$ cat config.mk
export PLATFORM = sky130hd
export DESIGN_NAME = johnson_monitor
export DESIGN_NICKNAME = d
export VERILOG_FILES = /design/src/rtl/johnson_monitor.sv
export SDC_FILE = /design/constraint.sdc
export NUM_CORES = 1
export LEC_CHECK = 0
export ABC_AREA = 1
export ABC_CLOCK_PERIOD_IN_PS = 2400
export CORE_MARGIN = 4
export CORE_UTILIZATION = 45
export CTS_CLUSTER_SIZE = 30
export DETAILED_ROUTE_END_ITERATION = 7
export PLACE_DENSITY = 0.76
export SLEW_MARGIN = 20
export SYNTH_ARGS = -nofsm -noshare
export SYNTH_HDL_FRONTEND = slang
export SYNTH_SLANG_ARGS = --single-unit
$ cat constraint.sdc
create_clock -name i_clk -period 2.4 [get_ports i_clk]
set_input_delay 0.48 -clock i_clk [delete_from_list [all_inputs] [get_ports i_clk]]
set_output_delay 0.48 -clock i_clk [all_outputs]
set_load 0.05 [all_outputs]
$ cat src/rtl/johnson_monitor.sv
// ---------------------------------------------------------------------------
// johnson_monitor
//
// Downstream consumer of a 3-bit Johnson counter. Samples the counter's code
// on the rising edge, decodes it into a registered one-hot 6-phase output and
// a phase index, checks every step against the legal Johnson sequence, flags
// illegal codes and sequence errors, asserts lock after LOCK_COUNT
// consecutive valid steps and counts completed revolutions (5 -> 0 steps).
//
// Parameters:
//   LOCK_COUNT   consecutive valid steps needed for o_locked (1..15)
//   REV_W        width of the revolution counter
//
// Ports:
//   i_clk        clock, all state updates on the rising edge
//   i_rst        synchronous active-high reset
//   i_q          Johnson code from the counter (bit 2 = first stage)
//   i_clr_err    clears sticky o_seq_err (a same-edge error wins)
//   o_phase      one-hot decoded phase, bit n = phase n, 0 on illegal code
//   o_phase_idx  phase index 0..5, 7 on illegal code
//   o_illegal    current sample is an illegal code (010 or 101)
//   o_seq_err    sticky: illegal code or bad step since last clear
//   o_locked     LOCK_COUNT consecutive valid steps seen
//   o_rev_cnt    completed revolutions, modulo 2^REV_W
//   o_rev_pulse  one-cycle pulse on each completed revolution
// ---------------------------------------------------------------------------
module johnson_monitor #(
    parameter int unsigned LOCK_COUNT = 6,
    parameter int unsigned REV_W      = 8
) (
    input  logic             i_clk,
    input  logic             i_rst,
    input  logic [2:0]       i_q,
    input  logic             i_clr_err,
    output logic [5:0]       o_phase,
    output logic [2:0]       o_phase_idx,
    output logic             o_illegal,
    output logic             o_seq_err,
    output logic             o_locked,
    output logic [REV_W-1:0] o_rev_cnt,
    output logic             o_rev_pulse
);

    localparam logic [3:0] LOCK_MAX = 4'(LOCK_COUNT);
    localparam logic [2:0] IDX_BAD  = 3'd7;

    typedef enum logic [1:0] {
        S_INIT,
        S_ACQ,
        S_LOCK
    } state_t;

    state_t     state;
    state_t     state_next;
    logic [3:0] good_cnt;
    logic [3:0] good_next;
    logic [2:0] r_prev;

    logic [2:0] cur_idx;
    logic [2:0] prev_idx;
    logic [2:0] prev_succ;
    logic       cur_legal;
    logic       prev_legal;
    logic       valid_step;
    logic       err_event;
    logic       rev_step;

    logic [5:0]       phase_next;
    logic [2:0]       idx_next;
    logic             illegal_next;
    logic             seq_err_next;
    logic             locked_next;
    logic [REV_W-1:0] rev_cnt_next;
    logic             rev_pulse_next;

    function automatic logic [2:0] decode(input logic [2:0] q);
        case (q)
            3'b000:  decode = 3'd0;
            3'b100:  decode = 3'd1;
            3'b110:  decode = 3'd2;
            3'b111:  decode = 3'd3;
            3'b011:  decode = 3'd4;
            3'b001:  decode = 3'd5;
            default: decode = IDX_BAD;
        endcase
    endfunction

    // Step classification against the previous sample
    always_comb begin
        cur_idx    = decode(i_q);
        prev_idx   = decode(r_prev);
        cur_legal  = (cur_idx != IDX_BAD);
        prev_legal = (prev_idx != IDX_BAD);
        prev_succ  = (prev_idx == 3'd5) ? 3'd0 : prev_idx + 3'd1;
        valid_step = prev_legal && cur_legal && (cur_idx == prev_succ);
    end

    // State register
    always_ff @(posedge i_clk) begin
        if (i_rst) begin
            state       <= S_INIT;
            good_cnt    <= '0;
            r_prev      <= '0;
            o_phase     <= '0;
            o_phase_idx <= '0;
            o_illegal   <= 1'b0;
            o_seq_err   <= 1'b0;
            o_locked    <= 1'b0;
            o_rev_cnt   <= '0;
            o_rev_pulse <= 1'b0;
        end else begin
            state       <= state_next;
            good_cnt    <= good_next;
            r_prev      <= i_q;
            o_phase     <= phase_next;
            o_phase_idx <= idx_next;
            o_illegal   <= illegal_next;
            o_seq_err   <= seq_err_next;
            o_locked    <= locked_next;
            o_rev_cnt   <= rev_cnt_next;
            o_rev_pulse <= rev_pulse_next;
        end
    end

    // Next-state logic; err_event marks any illegal code or bad step
    always_comb begin
        state_next = state;
        good_next  = good_cnt;
        err_event  = 1'b0;
        case (state)
            S_INIT: begin
                // No valid previous sample yet, so no step check here
                if (cur_legal) begin
                    state_next = S_ACQ;
                    good_next  = '0;
                end else begin
                    err_event = 1'b1;
                end
            end
            S_ACQ: begin
                if (!cur_legal) begin
                    state_next = S_INIT;
                    good_next  = '0;
                    err_event  = 1'b1;
                end else if (valid_step) begin
                    if (good_cnt + 4'd1 >= LOCK_MAX) begin
                        good_next  = LOCK_MAX;
                        state_next = S_LOCK;
                    end else begin
                        good_next = good_cnt + 4'd1;
                    end
                end else begin
                    good_next = '0;
                    err_event = 1'b1;
                end
            end
            S_LOCK: begin
                if (!cur_legal) begin
                    state_next = S_INIT;
                    good_next  = '0;
                    err_event  = 1'b1;
                end else if (!valid_step) begin
                    state_next = S_ACQ;
                    good_next  = '0;
                    err_event  = 1'b1;
                end
            end
            default: begin
                state_next = S_INIT;
                good_next  = '0;
            end
        endcase
    end

    // Next values of the registered outputs
    always_comb begin
        // A valid step out of phase 5 necessarily lands on phase 0
        rev_step       = valid_step && (state != S_INIT) && (prev_idx == 3'd5);
        phase_next     = cur_legal ? (6'd1 << cur_idx) : '0;
        idx_next       = cur_idx;
        illegal_next   = !cur_legal;
        seq_err_next   = err_event | (o_seq_err & ~i_clr_err);
        locked_next    = (state_next == S_LOCK);
        rev_cnt_next   = rev_step ? o_rev_cnt + REV_W'(1) : o_rev_cnt;
        rev_pulse_next = rev_step;
    end

endmodule

==> results.sh <==
export IMPL_die_y_um=65.6
export IMPL_drive_above_1_share_pct=17.2
export IMPL_clk_pin_slew_ps=110
export IMPL_worst_pin_slew_ps=501
export IMPL_setup_viol=0
export IMPL_avgViaCountPerCell=4.96
export IMPL_clk_latency_ps=350
export IMPL_ys_types=28
export IMPL_area_delta_synth_final_pct=31.5
export IMPL_rows=20
export IMPL_ios=27
export IMPL_hold_path_class="reg -> reg"
export IMPL_p_leak_uw=0.000891
export IMPL_first_global_vias=1260
export IMPL_finalMaxSlewViolations=0
export IMPL_max_freq_mhz=444
export IMPL_ys_seq_elements=30
export IMPL_syn_area_um2=1490
export IMPL_slew_headroom_pct=66.5
export IMPL_final_setup_skew_ps=20.0
export IMPL_die_w_um=65.6
export IMPL_totalWireLength_mm=3.07
export IMPL_synth_seq_area_share_pct=40.2
export IMPL_max_vdd_ir_drop_mv=0.321
export IMPL_place_congestion=0.866
export IMPL_cts_tree="done"
export IMPL_grt_antenna_before_repair=0
export IMPL_cpMaxStageDelayCell="dfxtp_2"
export IMPL_worstPathCellList="inv_1, nand2_1, nand3_1, nand2_1, ha_1, ha_4, nand2_1, nand2_1, nand3_1, nor2_4, nand2_4, inv_4, nand2_4, buf_4, inv_4, nand3_1, nand2_1, a21oi_1"
export IMPL_fin_util_pct=63.3
export IMPL_io_buffers=26
export IMPL_n_antenna_cell=0
export IMPL_drt_initial_drc_count=76
export IMPL_worstSetupEndpointType="flop"
export IMPL_grt_overflow_total=0
export IMPL_crit_fanout=7
export IMPL_grt_start_max_net_pins=17
export IMPL_worstRegToRegCells=18
export IMPL_multi_input_area_um2=774
export IMPL_drt_met1_wl_mm=1.45
export IMPL_synth_nets=212
export IMPL_required_ps=2640
export IMPL_start_util_pct=48.1
export IMPL_numClockSinks=30
export IMPL_worstHoldPathCells=2
export IMPL_detail_route_antenna_nets=0
export IMPL_vias=1398
export IMPL_route_detailed_drc=0
export IMPL_finalCritPeriodShare_pct=93.8
export IMPL_top_layer="met4"
export IMPL_clock_path_buffers=2
export IMPL_fin_crit_ps=2250
export IMPL_dpl_cell_count=272
export IMPL_final_cell_count_no_fill=282
export IMPL_cts_made_buffers=5
export IMPL_critPathMostFrequentCell="nand2_1"
export IMPL_finalNetCount=252
export IMPL_synthCells=197
export IMPL_cts_root_buf="clkbuf_4"
export IMPL_wl_met3_um=181
export IMPL_core_um2=3100
export IMPL_hold_viol_final=0
export IMPL_grt_pass1_wl_mm=5.26
export IMPL_die_area_um2=4300
export IMPL_pwr_density_cell_nw_per_um2=590
export IMPL_postSynthAreaPerCell_um2=7.58
export IMPL_cts_htree_levels=2
export IMPL_drv_cap=0
export IMPL_dr_pass1_iters=4
export IMPL_slowest_delay_ps=350
export IMPL_post_dp_hpwl_mm=2.33
export IMPL_ys_warn_count=0
export IMPL_worst_setup_path_type="reg -> reg"
export IMPL_routed_wl_met2_mm=1.38
export IMPL_grt_total_usage_pct=15.9
export IMPL_cp_start_kind="flop"
export IMPL_wl_per_cell_um=10.9
export IMPL_cp_arrival_ps=2490
export IMPL_status="complete, no violations"
export IMPL_fillers=287
export IMPL_holdBufCountCts=0
export IMPL_ff_latch_area_um2=603
-- through the flow --
stage,total power [uW],setup WS (ps),setup TNS [ps],hold slack (ps),instance area (um^2)
floorplan,686,339,0,436,1490
global placement,751,-12.8,-23.0,448,1850
detailed placement,754,-33.9,-76.9,456,1850
CTS,1150,60.0,0,482,1920
global route,1210,-6.74,-8.56,498,1960
finish,1160,148,0,475,1960
-- cells in the mapped netlist, drive strengths merged --
master  number  share of area, %
a21boi       1              0.50
nor2        24               6.5
nand4        2              0.84
nor4         1              0.42
dfxtp       30                40
a21oi       12               4.3
nor3b        2               1.7
ha           9               7.5
o21ai       12               4.8
nand2       36                11
inv         28               7.4
nor3         9               3.0
o21a         1              0.50
o22ai        1              0.42
clkbuf       1              0.25
xor2         2               1.2
buf          3               1.8
nand3       22               7.7
a31oi        1              0.42
-- kinds of logic after synthesis --
group,Yosys count,synth area share (%)
XOR/XNOR,2,1.17
flip-flops,30,40.2
adder cells (fa/ha/maj),9,7.54
AND/OR/NAND/NOR,96,30.8
AO/OA/AOI/OAI,28,10.9
buffers and inverters,32,9.39
-- timing repair --
action	CTS	global route
endpoints found under the setup margin	0	9
gates resized for setup	0	9
setup buffers	0	2
hold endpoints to repair	0	0
-- flip-flops by register name (all words and copies together) (netlist names) --
| name | count |
|---|---|
| o_phase_idx | 3 |
| o_illegal | 1 |
| o_locked | 1 |
| o_rev_pulse | 1 |
| good_cnt | 4 |
| o_seq_err | 1 |
| o_rev_cnt | 8 |
| r_prev | 3 |
| o_phase | 6 |
| state | 2 |
-- cells in the final DEF, fill, tap and decap left out, drive strengths merged --
master	count
nor2	24
a21boi	1
buf	11
a21oi	12
o21ai	12
nand3	22
clkinv	2
clkbuf	5
nand4	2
ha	9
o22ai	1
inv	28
clkdlybuf4s50	26
nand2	36
nor3b	2
xor2	2
a31oi	1
nor4	1
nor3	9
o21a	1
dfxtp	30
bufinv	1
-- worst paths after layout --
kind | slack (ps) | from | to
min reg2reg | 470 | good_cnt[3] | good_cnt[3]
min | 470 | good_cnt[3] | good_cnt[3]
max | 150 | r_prev[2] | o_rev_cnt[3]
max reg2reg | 150 | r_prev[2] | o_rev_cnt[3]
-- final cells by class --
class	count	area share, %
repair buffers	37	17.5
clock buffers	5	1.91
well taps	44	2.80
multi-input cells	135	39.5
inverters	28	5.61
flip-flops and latches	30	30.7
clock inverters	3	2.04
-- per-layer routing --
metal  track usage, %  vias to the layer above
met2             25.0                       36
met1             20.3                      627
met3             4.27                        6
met5                0                        -
li1                 -                      729
met4             6.99                        0
-- critical path, delay by kind of cell, from the launching register on --
kind	cells	cell delay [ps]
and+or+nand+nor	11	860
adders and majority gates	2	510
buffers and inverters	4	370
DFF	1	350
AOI/OAI and AO/OA	1	40
-- power by group --
group	switching [uW]	internal, uW
clock	184	216
sequential	11.8	516
combinational	141	89.5
Power figures use the tool's default switching activity.
